$ cat src/rtl/mips_multicycle_ctrl_pkg.sv
// mipspkg: shared types for the multicycle MIPS control path.
//   opcode_t    : primary opcode field IR[31:26] values the controller decodes
//   alu_t       : ALU operation class passed to aludec (alu_FUNCT defers to funct)
//   ctrlstate_t : main control FSM states (S_TRAP only reachable when
//                 MIPS_ILLEGAL_TRAP_EN is defined)
package mipspkg;

   typedef enum logic [5:0] {
      R_TYPE = 6'd0,
      J      = 6'd2,
      BEQ    = 6'd4,
      BNE    = 6'd5,
      ADDI   = 6'd8,
      SLTI   = 6'd10,
      ANDI   = 6'd12,
      ORI    = 6'd13,
      XORI   = 6'd14,
      LUI    = 6'd15,
      LW     = 6'd35,
      SW     = 6'd43
   } opcode_t;

   typedef enum logic [3:0] {
      alu_ADD   = 4'd0,
      alu_SUB   = 4'd1,
      alu_AND   = 4'd2,
      alu_OR    = 4'd3,
      alu_XOR   = 4'd4,
      alu_SLT   = 4'd5,
      alu_LUI   = 4'd6,
      alu_FUNCT = 4'd15
   } alu_t;

   typedef enum logic [3:0] {
      S_FETCH  = 4'd0,
      S_DECODE = 4'd1,
      S_MEMADR = 4'd2,
      S_MEMRD  = 4'd3,
      S_MEMWB  = 4'd4,
      S_MEMWR  = 4'd5,
      S_RTYPE  = 4'd6,
      S_ALUWB  = 4'd7,
      S_BRANCH = 4'd8,
      S_IMMEX  = 4'd9,
      S_IMMWB  = 4'd10,
      S_JUMP   = 4'd11,
      S_TRAP   = 4'd12
   } ctrlstate_t;

endpackage

$ cat src/rtl/mips_multicycle_ctrl_if.sv
// mips_multicycle_ctrl_if: control bundle between the main FSM and the datapath.
//   Datapath -> controller : op, zero, mem_ready
//   Controller -> datapath : PC/IR/regfile strobes, mux selects, aluop
// Handshake: the controller raises memread or memwrite and holds the request,
// address select and state unchanged until a cycle with mem_ready=1; that
// cycle completes the access. mem_ready is ignored in every other cycle.
interface mips_multicycle_ctrl_if;
   import mipspkg::*;

   logic [5:0] op;
   logic       zero;
   logic       mem_ready;
   logic       pcen;
   logic       pcwrite;
   logic       branch;
   logic       bne;
   logic       iord;
   logic       memread;
   logic       memwrite;
   logic       irwrite;
   logic       memtoreg;
   logic       regdst;
   logic       regwrite;
   logic       alusrca;
   logic [1:0] alusrcb;
   logic       zext;
   logic [1:0] pcsrc;
   alu_t       aluop;

   modport master (
      input  op, zero, mem_ready,
      output pcen, pcwrite, branch, bne, iord, memread, memwrite, irwrite,
             memtoreg, regdst, regwrite, alusrca, alusrcb, zext, pcsrc, aluop
   );

   modport slave (
      output op, zero, mem_ready,
      input  pcen, pcwrite, branch, bne, iord, memread, memwrite, irwrite,
             memtoreg, regdst, regwrite, alusrca, alusrcb, zext, pcsrc, aluop
   );

endinterface

$ cat src/rtl/mips_multicycle_ctrl_immop_dec.sv
// mips_immop_dec: opcode to {aluop, zext} mapping for immediate-ALU ops.
//   op    : opcode field
//   aluop : ALU class for the IMMEX cycle (alu_ADD for anything unlisted)
//   zext  : zero-extend the immediate (logical immediates only)
module mips_immop_dec
   import mipspkg::*;
(
   input  logic [5:0] op,
   output alu_t       aluop,
   output logic       zext
);

   always_comb begin
      aluop = alu_ADD;
      zext  = 1'b0;
      case (opcode_t'(op))
         ADDI: aluop = alu_ADD;
         SLTI: aluop = alu_SLT;
         ANDI: begin aluop = alu_AND; zext = 1'b1; end
         ORI:  begin aluop = alu_OR;  zext = 1'b1; end
         XORI: begin aluop = alu_XOR; zext = 1'b1; end
         LUI:  aluop = alu_LUI;
         default: ;
      endcase
   end

endmodule

$ cat src/rtl/mips_multicycle_ctrl.sv
// mips_multicycle_ctrl: main control FSM of the multicycle MIPS datapath.
//   clk, reset_n : clock, synchronous active-low reset
//   ctrl         : control bundle (op/zero/mem_ready in, strobes/selects out)
//   instret      : retired-instruction counter, IRET_W bits, wraps
//   illegal_op   : sticky illegal-opcode flag
//   dbg_state    : current FSM state
// Build option MIPS_ILLEGAL_TRAP_EN: an illegal opcode parks the FSM in
// S_TRAP until reset and sets illegal_op; otherwise it is skipped as a NOP.
module mips_multicycle_ctrl
   import mipspkg::*;
#(
   parameter int IRET_W = 32
) (
   input  logic                  clk,
   input  logic                  reset_n,
   mips_multicycle_ctrl_if.master ctrl,
   output logic [IRET_W-1:0]     instret,
   output logic                  illegal_op,
   output ctrlstate_t            dbg_state
);

   ctrlstate_t state, next_state, out_state;
   alu_t       imm_aluop, aluop_r;
   logic       imm_zext, retire;
   logic       pcwrite_r, branch_r, memread_r, memwrite_r, irwrite_r, regwrite_r;
   logic       bne_r, iord_r, memtoreg_r, regdst_r, alusrca_r, zext_r;
   logic [1:0] alusrcb_r, pcsrc_r;

   mips_immop_dec u_immop_dec (
      .op    (ctrl.op),
      .aluop (imm_aluop),
      .zext  (imm_zext)
   );

   always_ff @(posedge clk) begin
      if (!reset_n) begin
         state   <= S_FETCH;
         instret <= '0;
      end else begin
         state <= next_state;
         if (retire) instret <= instret + IRET_W'(1);
      end
   end

   // Last cycle of every legal instruction; MEMWR only once the store lands.
   assign retire = reset_n & ((state == S_MEMWB) | (state == S_ALUWB) |
                              (state == S_IMMWB) | (state == S_BRANCH) |
                              (state == S_JUMP) |
                              ((state == S_MEMWR) & ctrl.mem_ready));

   always_comb begin
      next_state = S_FETCH;
      case (state)
         S_FETCH:  next_state = ctrl.mem_ready ? S_DECODE : S_FETCH;
         S_DECODE: begin
            case (opcode_t'(ctrl.op))
               R_TYPE:                            next_state = S_RTYPE;
               LW, SW:                            next_state = S_MEMADR;
               BEQ, BNE:                          next_state = S_BRANCH;
               J:                                 next_state = S_JUMP;
               ADDI, SLTI, ANDI, ORI, XORI, LUI:  next_state = S_IMMEX;
`ifdef MIPS_ILLEGAL_TRAP_EN
               default:                           next_state = S_TRAP;
`else
               default:                           next_state = S_FETCH;
`endif
            endcase
         end
         S_MEMADR: next_state = (ctrl.op == LW) ? S_MEMRD : S_MEMWR;
         S_MEMRD:  next_state = ctrl.mem_ready ? S_MEMWB : S_MEMRD;
         S_MEMWR:  next_state = ctrl.mem_ready ? S_FETCH : S_MEMWR;
         S_RTYPE:  next_state = S_ALUWB;
         S_IMMEX:  next_state = S_IMMWB;
`ifdef MIPS_ILLEGAL_TRAP_EN
         S_TRAP:   next_state = S_TRAP;
`endif
         default:  next_state = S_FETCH;
      endcase
   end

   // While reset is held the outputs decode as FETCH, so an abandoned
   // instruction cannot leak selects; strobes are additionally gated below.
   assign out_state = reset_n ? state : S_FETCH;

   always_comb begin
      pcwrite_r  = 1'b0;
      branch_r   = 1'b0;
      memread_r  = 1'b0;
      memwrite_r = 1'b0;
      irwrite_r  = 1'b0;
      regwrite_r = 1'b0;
      bne_r      = 1'b0;
      iord_r     = 1'b0;
      memtoreg_r = 1'b0;
      regdst_r   = 1'b0;
      alusrca_r  = 1'b0;
      zext_r     = 1'b0;
      alusrcb_r  = 2'b00;
      pcsrc_r    = 2'b00;
      aluop_r    = alu_ADD;
      case (out_state)
         S_FETCH: begin
            memread_r = 1'b1;
            alusrcb_r = 2'b01;
            irwrite_r = ctrl.mem_ready;
            pcwrite_r = ctrl.mem_ready;
         end
         S_DECODE: alusrcb_r = 2'b11;
         S_MEMADR: begin alusrca_r = 1'b1; alusrcb_r = 2'b10; end
         S_MEMRD:  begin iord_r = 1'b1; memread_r = 1'b1; end
         S_MEMWB:  begin regwrite_r = 1'b1; memtoreg_r = 1'b1; end
         S_MEMWR:  begin iord_r = 1'b1; memwrite_r = 1'b1; end
         S_RTYPE:  begin alusrca_r = 1'b1; aluop_r = alu_FUNCT; end
         S_ALUWB:  begin regwrite_r = 1'b1; regdst_r = 1'b1; end
         S_BRANCH: begin
            alusrca_r = 1'b1;
            aluop_r   = alu_SUB;
            branch_r  = 1'b1;
            pcsrc_r   = 2'b01;
            bne_r     = (ctrl.op == BNE);
         end
         S_IMMEX: begin
            alusrca_r = 1'b1;
            alusrcb_r = 2'b10;
            aluop_r   = imm_aluop;
            zext_r    = imm_zext;
         end
         S_IMMWB:  regwrite_r = 1'b1;
         S_JUMP:   begin pcwrite_r = 1'b1; pcsrc_r = 2'b10; end
         default: ;
      endcase
   end

   assign ctrl.pcwrite  = pcwrite_r  & reset_n;
   assign ctrl.branch   = branch_r   & reset_n;
   assign ctrl.memread  = memread_r  & reset_n;
   assign ctrl.memwrite = memwrite_r & reset_n;
   assign ctrl.irwrite  = irwrite_r  & reset_n;
   assign ctrl.regwrite = regwrite_r & reset_n;
   assign ctrl.pcen     = (pcwrite_r | (branch_r & (ctrl.zero ^ bne_r))) & reset_n;
   assign ctrl.bne      = bne_r;
   assign ctrl.iord     = iord_r;
   assign ctrl.memtoreg = memtoreg_r;
   assign ctrl.regdst   = regdst_r;
   assign ctrl.alusrca  = alusrca_r;
   assign ctrl.alusrcb  = alusrcb_r;
   assign ctrl.zext     = zext_r;
   assign ctrl.pcsrc    = pcsrc_r;
   assign ctrl.aluop    = aluop_r;
   assign dbg_state     = state;

`ifdef MIPS_ILLEGAL_TRAP_EN
   logic illegal_q;
   always_ff @(posedge clk) begin
      if (!reset_n) illegal_q <= 1'b0;
      else if ((state == S_DECODE) && (next_state == S_TRAP)) illegal_q <= 1'b1;
   end
   assign illegal_op = illegal_q;
`else
   assign illegal_op = 1'b0;
`endif

endmodule

$ cat src/flat_wrapper.sv
// flat-port wrapper written by rule: the top's interface ports become plain ports
module mips_multicycle_ctrl_flat import mipspkg::*;
#(
   parameter int IRET_W = 32
)
  (clk, reset_n, instret, illegal_op, dbg_state, ctrl_op, ctrl_zero, ctrl_mem_ready, ctrl_pcen, ctrl_pcwrite, ctrl_branch, ctrl_bne, ctrl_iord, ctrl_memread, ctrl_memwrite, ctrl_irwrite, ctrl_memtoreg, ctrl_regdst, ctrl_regwrite, ctrl_alusrca, ctrl_alusrcb, ctrl_zext, ctrl_pcsrc, ctrl_aluop);
  mips_multicycle_ctrl_if ctrl_i ();
  input  logic clk;
  input  logic reset_n;
  output logic [IRET_W-1:0] instret;
  output logic illegal_op;
  output ctrlstate_t dbg_state;
  input wire logic [$bits(ctrl_i.op)-1:0] ctrl_op;
  input wire logic [$bits(ctrl_i.zero)-1:0] ctrl_zero;
  input wire logic [$bits(ctrl_i.mem_ready)-1:0] ctrl_mem_ready;
  output wire logic [$bits(ctrl_i.pcen)-1:0] ctrl_pcen;
  output wire logic [$bits(ctrl_i.pcwrite)-1:0] ctrl_pcwrite;
  output wire logic [$bits(ctrl_i.branch)-1:0] ctrl_branch;
  output wire logic [$bits(ctrl_i.bne)-1:0] ctrl_bne;
  output wire logic [$bits(ctrl_i.iord)-1:0] ctrl_iord;
  output wire logic [$bits(ctrl_i.memread)-1:0] ctrl_memread;
  output wire logic [$bits(ctrl_i.memwrite)-1:0] ctrl_memwrite;
  output wire logic [$bits(ctrl_i.irwrite)-1:0] ctrl_irwrite;
  output wire logic [$bits(ctrl_i.memtoreg)-1:0] ctrl_memtoreg;
  output wire logic [$bits(ctrl_i.regdst)-1:0] ctrl_regdst;
  output wire logic [$bits(ctrl_i.regwrite)-1:0] ctrl_regwrite;
  output wire logic [$bits(ctrl_i.alusrca)-1:0] ctrl_alusrca;
  output wire logic [$bits(ctrl_i.alusrcb)-1:0] ctrl_alusrcb;
  output wire logic [$bits(ctrl_i.zext)-1:0] ctrl_zext;
  output wire logic [$bits(ctrl_i.pcsrc)-1:0] ctrl_pcsrc;
  output wire logic [$bits(ctrl_i.aluop)-1:0] ctrl_aluop;
  assign ctrl_i.op = ctrl_op;
  assign ctrl_i.zero = ctrl_zero;
  assign ctrl_i.mem_ready = ctrl_mem_ready;
  assign ctrl_pcen = ctrl_i.pcen;
  assign ctrl_pcwrite = ctrl_i.pcwrite;
  assign ctrl_branch = ctrl_i.branch;
  assign ctrl_bne = ctrl_i.bne;
  assign ctrl_iord = ctrl_i.iord;
  assign ctrl_memread = ctrl_i.memread;
  assign ctrl_memwrite = ctrl_i.memwrite;
  assign ctrl_irwrite = ctrl_i.irwrite;
  assign ctrl_memtoreg = ctrl_i.memtoreg;
  assign ctrl_regdst = ctrl_i.regdst;
  assign ctrl_regwrite = ctrl_i.regwrite;
  assign ctrl_alusrca = ctrl_i.alusrca;
  assign ctrl_alusrcb = ctrl_i.alusrcb;
  assign ctrl_zext = ctrl_i.zext;
  assign ctrl_pcsrc = ctrl_i.pcsrc;
  assign ctrl_aluop = ctrl_i.aluop;
  mips_multicycle_ctrl #(.IRET_W(IRET_W)) u_core (.clk(clk), .reset_n(reset_n), .ctrl(ctrl_i), .instret(instret), .illegal_op(illegal_op), .dbg_state(dbg_state));
endmodule
$ cat config.mk
export PLATFORM = sky130hd
export DESIGN_NAME = mips_multicycle_ctrl_flat
export DESIGN_NICKNAME = d
export VERILOG_FILES = /design/src/rtl/mips_multicycle_ctrl_pkg.sv /design/src/rtl/mips_multicycle_ctrl_if.sv /design/src/rtl/mips_multicycle_ctrl_immop_dec.sv /design/src/rtl/mips_multicycle_ctrl.sv /design/src/flat_wrapper.sv
export SDC_FILE = /design/constraint.sdc
export NUM_CORES = 1
export LEC_CHECK = 0
export ABC_AREA = 1
export CORE_ASPECT_RATIO = 1.5
export CORE_MARGIN = 3
export CORE_UTILIZATION = 51
export CTS_BUF_LIST = sky130_fd_sc_hd__clkbuf_4
export DETAILED_ROUTE_END_ITERATION = 10
export GPL_ROUTABILITY_DRIVEN = 1
export PLACE_DENSITY = 0.87
export SLEW_MARGIN = 0
export SYNTH_ARGS = -nofsm -noshare
export SYNTH_HDL_FRONTEND = slang
export SYNTH_SLANG_ARGS = --single-unit
$ cat constraint.sdc
create_clock -name clk -period 1.99 [get_ports clk]
set_clock_uncertainty 0.1 [all_clocks]
set_input_delay 0.398 -clock clk [delete_from_list [all_inputs] [get_ports clk]]
set_output_delay 0.398 -clock clk [all_outputs]
set_load 0.1 [all_outputs]
==> results of run 1 <==
[per-stage QoR]
step                      utilization [%]  hold slack [ns]  setup slack [ns]  setup TNS [ns]  area [um2]
after floorplan                         -            0.485            -0.598           -4.33        2910
after global placement               92.8            0.380            -0.432           -6.13        4530
after detailed placement             92.8            0.400            -0.588           -9.77        4530
[logic make-up after synthesis]
group	after synthesis
fa+ha+maj	1
flops	36
xor+xnor	6
buf+inv	71
simple gates	304
compound gates	51
other cells	1
==> results.ini, run 1 <==
[floorplanning]
die_w_um = 64.4
ioPinCount = 68
row_count = 31
die_y_um = 93.6
initial_core_util_pct = 53.3

[outcome]
first-error = [ERROR DPL-0038] Utilization greater than 100%, impossible to legalize
status = did not finish
lastStage = clock tree synthesis

[synth]
syn_nets = 481
synth-adder-area-share_pct = 0.480
synth_area_leader_cell = dfxtp_1
synth_seq_cells = 36
syn_area_mm2 = 0.00261
synth-xor-area-share_pct = 2.02
synth_seq_area_share_pct = 27.7
synth_compound_area_share_pct = 10.5
yosys-top-cells-count = 155 x nand2_1, 93 x nor2_1, 55 x inv_1, 36 x dfxtp_1, 33 x a21oi_1
synth_most_common_cell = nand2_1
netlist.area_leader.share_pct = 27.7
syn-instance-count = 470
synthTopCellsByArea = dfxtp_1 28%, nand2_1 22%, nor2_1 13%
ys_types = 31
async_reset_ff_share_pct = 0
yosysWarnings = 0
synth_top_family_by_area = simple AND/OR/NAND/NOR gates
avgSynthCellArea_um2 = 5.55
synthSimpleGateAreaFrac_pct = 48.0
synth_edf_count = 0
synth-main-ff-cell = dfxtp_1
synth_mux_area_share_pct = 0

[clocking]
ctsHoldBuffers = 0
cts.repair.resized = 63
clock_sinks = 36
root_buffer = clkbuf_4
clockBufferDepth = 2
postCtsSetupBuffers = 17
htreeDepth = 2
cts_buffers = 5

[place]
gp_congestion = 1.04
dp_hpwl_um = 9580
portBuffers = 66
dp_cells = 635

==> inputs of run 2 (changes only) <==
CORE_ASPECT_RATIO = unset   (was 1.5)
CORE_UTILIZATION = 40   (was 51)
CTS_BUF_LIST = unset   (was sky130_fd_sc_hd__clkbuf_4)
PLACE_DENSITY = unset   (was 0.87)
PLACE_DENSITY_LB_ADDON = 0.15   (was unset)
==> results.ini, run 2 <==
[routing]
drt-total-wl_um = 9870
wl_met1_um = 4190
highest_layer = met4
drt_iter0_markers = 273
dr.pass1.iters = 5
antenna_left = 0
drc = 0
wl_met3_um = 670
wl_per_cell_um = 15.0
viasPerCell = 5.33
num_vias = 3520
routed-wl-met2_um = 4820

[global_routing]
grt_overflow = 0
grt_pass1_vias = 3158
grt_pass1_wl_um = 14900
track_usage_pct = 24.6
antenna_found_initial = 0
grt_max_degree = 29

[place]
pre_cts_slack_ns = -0.493  ; +0.0952 ns
gp_congestion = 0.927  ; -11%
dp_hpwl_um = 7130  ; -26%
portBuffers = 66  ; unchanged

[clocking]
clock_sinks = 36  ; unchanged
ctsHoldBuffers = 0  ; unchanged
htreeDepth = 2  ; unchanged
path_clk_slew_ns = 0.08
clk_latency_ns = 0.30
root_buffer = clkbuf_8
clockBufferDepth = 2  ; unchanged
cts_buffers = 5  ; unchanged
cts_tree = built

[synth]
synth_seq_cells = 36  ; unchanged
synth-main-ff-cell = dfxtp_1
ys_types = 31  ; unchanged
netlist.area_leader.share_pct = 27.7  ; unchanged
async_reset_ff_share_pct = 0  ; unchanged
synth_area_leader_cell = dfxtp_1
syn_nets = 481  ; unchanged
synthTopCellsByArea = dfxtp_1 28%, nand2_1 22%, nor2_1 13%
syn_area_mm2 = 0.00261  ; unchanged
synth_edf_count = 0  ; unchanged
synth_most_common_cell = nand2_1
yosysWarnings = 0  ; unchanged
synth_seq_area_share_pct = 27.7  ; unchanged
avgSynthCellArea_um2 = 5.55  ; unchanged
yosys-top-cells-count = 155 x nand2_1, 93 x nor2_1, 55 x inv_1, 36 x dfxtp_1, 33 x a21oi_1
syn-instance-count = 470  ; unchanged

[timing]
fin_crit_sh_pct = 110
rsz0062_at_grt = yes
drv_slew = 0
hold_slack_ns = 0.414
max_freq_mhz = 458
setup_tns_ns = -2.13
fin_crit_ns = 2.19
hold_viol_final = 0
setup-violations-final = 20
setup_slack_ns = -0.196

[final_layout]
multi_input_area_mm2 = 0.00200
fillCellCount = 410
largest-register = u_core.instret
largest_reg_flops = 32
layout_commonest_cell = nand2_1
regArea_um2 = 766
area_growth_syn_to_layout_pct = 85.9
final_cell_mix = 145 x nand2_1, 70 x nor2_1, 58 x buf_12, 44 x buf_4, 43 x inv_1
antenna_cells = 0
fin_nets = 595
drive_above_1_share_pct = 37.4

[floorplanning]
die_area_mm2 = 0.00752
die_y_um = 86.7  ; -7.3%
row_count = 28  ; -9.7%
initial_core_util_pct = 42.5  ; -11 points
ioPinCount = 68  ; unchanged
die_w_um = 86.7  ; +35%
floorplan.core_area_mm2 = 0.00613

[worst_setup_path]
crit_fanout = 2
crit_family = simple AND/OR/NAND/NOR gates
path_cells = inv_4 -> nand2_4 -> nor2_4 -> inv_2 -> nor2_4 -> nand4_1 -> o21ai_4 -> buf_12
crit_path_top_delay_cell = dfxtp_4
path_class = flop to primary output
path_buf_inv = 3
worst-path-stages = 8
r2r.worst_path.cells = 9
cp.required_ns = 1.49
crit_arrival_ns = 1.69
crit_top_cell = nor2_4
end_kind = primary output
critPathLaunchType = flop
rrSetupSlack_ns = 0.07
critPathMaxStageDelay_ns = 0.36

[outcome]
violations = setup timing
status = finished with violations

[power_and_ir_drop]
p_leak_nw = 1.91
powerDensity_mw_per_mm2 = 337
vdd_drop_max_mv = 0.294
power_w = 0.00163

[hold_path]
hold_class = flop to flop
holdPathStages = 1

[job]
maxCapViolations = 0

==> run 2: cell counts after synthesis <==
No cell type changed its count.
==> run 2: report_power, final <==
part	internal, W	switching [W]	leakage [nW]
Sequential	0.000716	0.00000680	0.304
Clock	0.000276	0.000277	0.0510
Combinational	0.000130	0.000224	1.55
==> run 2: timing repair <==
item / in CTS / in global routing
setup endpoints to repair: 20 / 23
hold endpoints to repair: 0 / 0
resized for setup: 33 / 33
pin swaps: 14 / 22
setup buffers: 4 / 10
==> run 2: layer usage <==
metal,vias to the layer above,track usage [%]
met4,0,4.82
met5,-,0
met1,1622,33.3
li1,1712,-
met3,19,3.71
met2,167,41.7
==> run 2: path summary, 6_finish.rpt <==
| kind | from | endpoint |
|---|---|---|
| hold / removal | u_core.instret[0]$_SDFFE_PN0P_ | u_core.instret[0]$_SDFFE_PN0P_ |
| setup / recovery | u_core.dbg_state[1]$_SDFF_PN0_ | ctrl_aluop[1] |
| setup reg to reg | u_core.instret[0]$_SDFFE_PN0P_ | u_core.instret[18]$_SDFFE_PN0P_ |
| hold reg to reg | u_core.instret[0]$_SDFFE_PN0P_ | u_core.instret[0]$_SDFFE_PN0P_ |
==> run 2: layout make-up <==
| cell class | count | area share (%) |
|---|---|---|
| multi-input combinational | 363 | 41.2 |
| clock buffer | 6 | 1.70 |
| sequential | 36 | 15.8 |
| clock inverter | 2 | 0.207 |
| inverter | 59 | 4.83 |
| timing repair buffer | 119 | 34.3 |
| tap | 75 | 1.94 |
==> run 2: per-stage QoR <==
stage / instances / utilization [%] / area (um2)
floorplan: 470 / - / 2910
global placement: 639 / 73.1 / 4480
detailed placement: 639 / 73.1 / 4480
CTS: 651 / 76.2 / 4670
global route: 660 / 79.0 / 4840
finish: 660 / 79.0 / 4840
==> run 2: cell families after synthesis <==
group | count (synthesis) | synth area share (%)
AOI/OAI and AO/OA | 51 | 10.5
and+or+nand+nor | 304 | 48.0
DFF | 36 | 27.7
buffers and inverters | 71 | 11.3
xor gates and xnor gates | 6 | 2.02
other | 1 | 0.144
adders and majority gates | 1 | 0.480
No activity file was read; power rests on OpenSTA's default activity.
==> inputs of run 3 (changes only) <==
CAP_MARGIN = 5   (was unset)
CTS_BUF_LIST = sky130_fd_sc_hd__clkbuf_8   (was unset)
PLACE_DENSITY = 0.68   (was unset)
PLACE_DENSITY_LB_ADDON = unset   (was 0.15)
==> results.ini, run 3 (synthesis gave the netlist of run 2 again) <==
[global_routing]
use_met3_pct = 4.85  ; +1.1 points
busiest_layer = met2
grt_max_degree = 31  ; +6.9%
grt_overflow = 0  ; unchanged
grt_pass1_wl_um = 16700  ; +12%
use_met1_pct = 37.5  ; +4.1 points
use_met2_pct = 46.5  ; +4.8 points
antenna_found_initial = 0  ; unchanged
track_usage_pct = 27.8  ; +3.2 points
grt_pass1_vias = 3412  ; +8.0%

[routing]
drc = 0  ; unchanged
drt-total-wl_um = 10300  ; +4.9%
viasPerCell = 5.34  ; about the same
num_vias = 3614  ; +2.7%
wl_per_cell_um = 15.3  ; +2.2%
drt_iter0_markers = 331  ; +21%
antenna_left = 0  ; unchanged
dr.pass1.iters = 7  ; +2

[job]
maxCapViolations = 0  ; unchanged

[worst_setup_path]
path_class = flop to primary output
critPathMaxStageDelay_ns = 0.36  ; about the same
crit_top_cell = nor2_4
crit_arrival_ns = 1.66  ; -0.03 ns
critPathLaunchType = flop
crit_path_top_delay_cell = dfxtp_4
cp.required_ns = 1.49  ; about the same
crit_fanout = 2  ; unchanged
end_kind = primary output
path_buf_inv = 4  ; +1
crit_family = buffers and inverters
path_cells = inv_4 -> nand2_4 -> nor2_4 -> inv_2 -> nor2_4 -> nand4_1 -> buf_6 -> o21ai_4 -> buf_12

[place]
portBuffers = 66  ; unchanged
gp_congestion = 0.926  ; about the same
dp_hpwl_um = 7160  ; +0.37%

[clocking]
clk_latency_ns = 0.29  ; about the same
htreeDepth = 2  ; unchanged
clockBufferDepth = 2  ; unchanged
clock_sinks = 36  ; unchanged
root_buffer = clkbuf_8
cts_buffers = 5  ; unchanged
ctsHoldBuffers = 0  ; unchanged
path_clk_slew_ns = 0.07  ; about the same
cts_tree = built

[timing]
setup_tns_ns = -1.28  ; +0.855 ns
fin_crit_ns = 2.16  ; -0.0280 ns
drv_slew = 0  ; unchanged
max_freq_mhz = 463  ; +1.3%
hold_viol_final = 0  ; unchanged
fin_crit_sh_pct = 108  ; -1.4 points
rsz0062_at_grt = yes
setup_slack_ns = -0.168  ; +0.0280 ns
setup-violations-final = 15  ; -25%

[final_layout]
layout_commonest_cell = nand2_1
antenna_cells = 0  ; unchanged
largest-register = u_core.instret
fillCellCount = 371  ; -9.5%
largest_reg_flops = 32  ; unchanged
final_cell_mix = 145 x nand2_1, 68 x nor2_1, 60 x buf_12, 54 x buf_4, 45 x inv_1
drive_above_1_share_pct = 39.2  ; +1.8 points
multi_input_area_mm2 = 0.00202  ; +0.94%
fin_nets = 612  ; +2.9%
area_growth_syn_to_layout_pct = 94.6
regArea_um2 = 766  ; unchanged

[floorplanning]
die_w_um = 86.7  ; unchanged
die_area_mm2 = 0.00752  ; unchanged
ioPinCount = 68  ; unchanged
row_count = 28  ; unchanged
die_y_um = 86.7  ; unchanged
floorplan.core_area_mm2 = 0.00613  ; unchanged
initial_core_util_pct = 42.5  ; unchanged

[power_and_ir_drop]
powerDensity_mw_per_mm2 = 342  ; +1.6%
power_w = 0.00173  ; +6.4%
vdd_drop_max_mv = 0.361  ; +23%
p_leak_nw = 2.02  ; +5.7%

[hold_path]
hold_class = flop to flop

[outcome]
status = finished with violations
violations = setup timing

run 3: area by class of cell:
| cell class | count | area share (%) |
|---|---|---|
| Multi-Input combinational cell | 363 | 39.7 |
| Timing Repair Buffer | 136 | 36.3 |
| Sequential cell | 36 | 15.1 |
| Inverter | 59 | 4.86 |
| Tap cell | 75 | 1.85 |
| Clock buffer | 5 | 1.36 |
| Clock inverter | 3 | 0.765 |
run 3: path summary, 6_finish.rpt:
kind	from	endpoint	slack, ns	cells past startpoint
worst min-delay path	u_core.instret[0]$_SDFFE_PN0P_	u_core.instret[0]$_SDFFE_PN0P_	0.40	1
worst min register to register	u_core.instret[0]$_SDFFE_PN0P_	u_core.instret[0]$_SDFFE_PN0P_	0.40	1
worst max register to register	u_core.instret[0]$_SDFFE_PN0P_	u_core.instret[22]$_SDFFE_PN0P_	0.13	9
worst max-delay path	u_core.dbg_state[1]$_SDFF_PN0_	ctrl_aluop[1]	-0.17	9
run 3: stage by stage:
| stage | utilization [%] | area (um2) | hold WS, ns | std cells | worst slack [ns] |
|---|---|---|---|---|---|
| 3_3_place_gp | 73.5 | 4510 | 0.393 | 642 | -0.425 |
| 4_1_cts | 80.7 | 4950 | 0.411 | 668 | -0.125 |
| 2_1_floorplan | - | 2910 | 0.485 | 470 | -0.598 |
| 5_1_grt | 82.7 | 5070 | 0.436 | 677 | -0.242 |
| 6_report | 82.7 | 5070 | 0.404 | 677 | -0.168 |
| 3_5_place_dp | 73.5 | 4510 | 0.399 | 642 | -0.535 |
run 3: power breakdown:
group          internal (W)  switching [W]  total, W
clock network      0.000367       0.000267  0.000634
logic              0.000145       0.000235  0.000380
registers          0.000716     0.00000550  0.000722
run 3: worst reg2reg max path: stages, from the launching register on:
cell and delay (ns):
dfxtp_4 0.40, ha_1 0.24, nand2_1 0.08, nor2_2 0.18, nand2_1 0.17, nor3_2 0.26, nand3_1 0.15, nand2_1 0.08
nand2_1 0.04, nor2_1 0.09
run 3: what timing repair did:
item                       in CTS  in global routing
gates resized for setup        65                 17
buffers inserted               18                  9
pin swaps                      25                 17
setup endpoints to repair      20                 26
run 3: routing by layer:
metal  part of all wire, %  up-vias
met4                   1.8        0
met5                     0        -
met1                    40     1653
li1                      -     1749
met2                    50      183
met3                   7.9       29
==> inputs of run 4 (changes only) <==
CORE_UTILIZATION = 50   (was 40)
GPL_TIMING_DRIVEN = 0   (was unset)
PLACE_DENSITY = 0.82   (was 0.68)
==> results.ini, run 4 (synthesis gave the netlist of run 2 again) <==
[outcome]
status = finished with violations
violations = setup timing

[worst_setup_path]
end_kind = primary output
crit_fanout = 6  ; +4
path_cells = inv_4 -> nand2_2 -> nor2_2 -> o21ai_1 -> o21ai_4 -> buf_8
path_class = flop to primary output
critPathLaunchType = flop
critPathMaxStageDelay_ns = 0.44  ; +0.08 ns
path_buf_inv = 2  ; -2
cp.required_ns = 1.49  ; about the same
crit_arrival_ns = 1.84  ; +0.18 ns
crit_path_top_delay_cell = o21ai_1
crit_family = compound AO/OA/AOI/OAI gates

[floorplanning]
floorplan.core_area_mm2 = 0.00488  ; -20%
ioPinCount = 68  ; unchanged
row_count = 25  ; -11%
die_area_mm2 = 0.00611  ; -19%
die_w_um = 78.2  ; -9.8%
initial_core_util_pct = 53.4  ; +11 points
die_y_um = 78.2  ; -9.8%

[power_and_ir_drop]
vdd_drop_max_mv = 0.357  ; -1.2%
p_leak_nw = 1.62  ; -20%
powerDensity_mw_per_mm2 = 406  ; +19%

[timing]
rsz0062_at_grt = yes
setup-violations-final = 16  ; +1
setup_slack_ns = -0.346  ; -0.178 ns
fin_crit_sh_pct = 117  ; +9.0 points
drv_slew = 0  ; unchanged
hold_viol_final = 0  ; unchanged
tightest_slew_ns = 0.574
fin_crit_ns = 2.34  ; +0.178 ns
slew_headroom_pct = 61.9
max_freq_mhz = 428  ; -7.6%
setup_tns_ns = -2.60  ; -1.33 ns

[final_layout]
largest_reg_flops = 32  ; unchanged
area_growth_syn_to_layout_pct = 62.5
final_area_mm2 = 0.00423  ; -17%
antenna_cells = 0  ; unchanged
fin_nets = 569  ; -7.0%
largest-register = u_core.instret
final-instance-count-excl-fill = 626  ; -7.5%
layout_commonest_cell = nand2_1
final_cell_mix = 145 x nand2_1, 70 x nor2_1, 45 x inv_1, 34 x clkdlybuf4s15_2, 30 x a21oi_1
drive_above_1_share_pct = 34.0  ; -5.2 points

[clocking]
cts_tree = built
root_buffer = clkbuf_8
clockBufferDepth = 2  ; unchanged
clk_latency_ns = 0.29  ; about the same
clock_sinks = 36  ; unchanged
ctsHoldBuffers = 0  ; unchanged
cts_buffers = 5  ; unchanged
htreeDepth = 2  ; unchanged
path_clk_slew_ns = 0.07  ; about the same

[global_routing]
grt_pass1_vias = 3188  ; -6.6%
grt_pass1_wl_um = 15200  ; -8.9%
track_usage_pct = 31.1  ; +3.3 points
grt_overflow = 0  ; unchanged
antenna_found_initial = 0  ; unchanged
grt_max_degree = 12  ; -61%

[routing]
wl_per_cell_um = 17.6  ; +15%
drt-total-wl_um = 11000  ; +6.8%
viasPerCell = 5.90  ; +11%
antenna_left = 0  ; unchanged
drt_iter0_markers = 498  ; +50%
drc = 0  ; unchanged
num_vias = 3695  ; +2.2%
dr.pass1.iters = 7  ; unchanged

[hold_path]
hold_class = flop to flop

[job]
maxCapViolations = 0  ; unchanged

[place]
gp_congestion = 0.924  ; -0.24%
portBuffers = 66  ; unchanged
dp_hpwl_um = 6590  ; -7.9%
dpl_cell_area_mm2 = 0.00366  ; -19%
dp_cells = 603  ; -6.1%
pre_cts_slack_ns = -1.79  ; -1.26 ns

[run 4: worst min-delay path: stages (launching register included)]
cell and delay (ns):
dfxtp_2 0.35, nand2_1 0.07, a21oi_1 0.05
[run 4: path summary, 6_finish.rpt]
path                                  start                               to  slack (ns)  cells past startpoint
min reg2reg  u_core.instret[5]$_SDFFE_PN0P_   u_core.instret[5]$_SDFFE_PN0P_        0.40                      2
max reg2reg  u_core.dbg_state[1]$_SDFF_PN0_  u_core.instret[21]$_SDFFE_PN0P_       -0.01                     11
min          u_core.instret[5]$_SDFFE_PN0P_   u_core.instret[5]$_SDFFE_PN0P_        0.40                      2
max          u_core.dbg_state[3]$_SDFF_PN0_                  ctrl_alusrcb[1]       -0.35                      6
[run 4: per-layer routing]
layer  GRT usage (%)  wire length [um]  vias up
met4            12.4               734        0
met2            49.3              5030      297
met1            41.8              4130     1659
met3            5.50              1160       81
li1                -                 -     1658
met5               0                 0        -
[run 4: metrics by stage]
stage	utilization, %	hold WS, ns	power, W
floorplan	-	0.485	0.000923
global placement	75.0	0.371	0.000992
detailed placement	75.0	0.377	0.000995
CTS	83.8	0.386	0.00171
global route	86.8	0.424	0.00176
finish	86.8	0.402	0.00172
[run 4: repair_timing]
action	CTS	global route
pin swaps	11	10
endpoints found under the setup margin	82	25
resized for setup	329	34
cloned	0	0
buffers inserted	9	6
[run 4: report_power, final]
| part | switching, W | internal, W | total, W |
|---|---|---|---|
| sequential | 0.00000757 | 0.000716 | 0.000724 |
| combinational | 0.000220 | 0.0000979 | 0.000317 |
| clock | 0.000275 | 0.000404 | 0.000679 |
[run 4: layout make-up]
| class | count | area [um2] |
|---|---|---|
| Multi-Input combinational cell | 363 | 1980 |
| Timing Repair Buffer | 81 | 933 |
| Sequential cell | 36 | 766 |
| Fill cell | 280 | 646 |
| Inverter | 59 | 249 |
| Buffer | 12 | 106 |
| Tap cell | 67 | 83.8 |
| Clock buffer | 6 | 82.6 |
| Clock inverter | 2 | 33.8 |
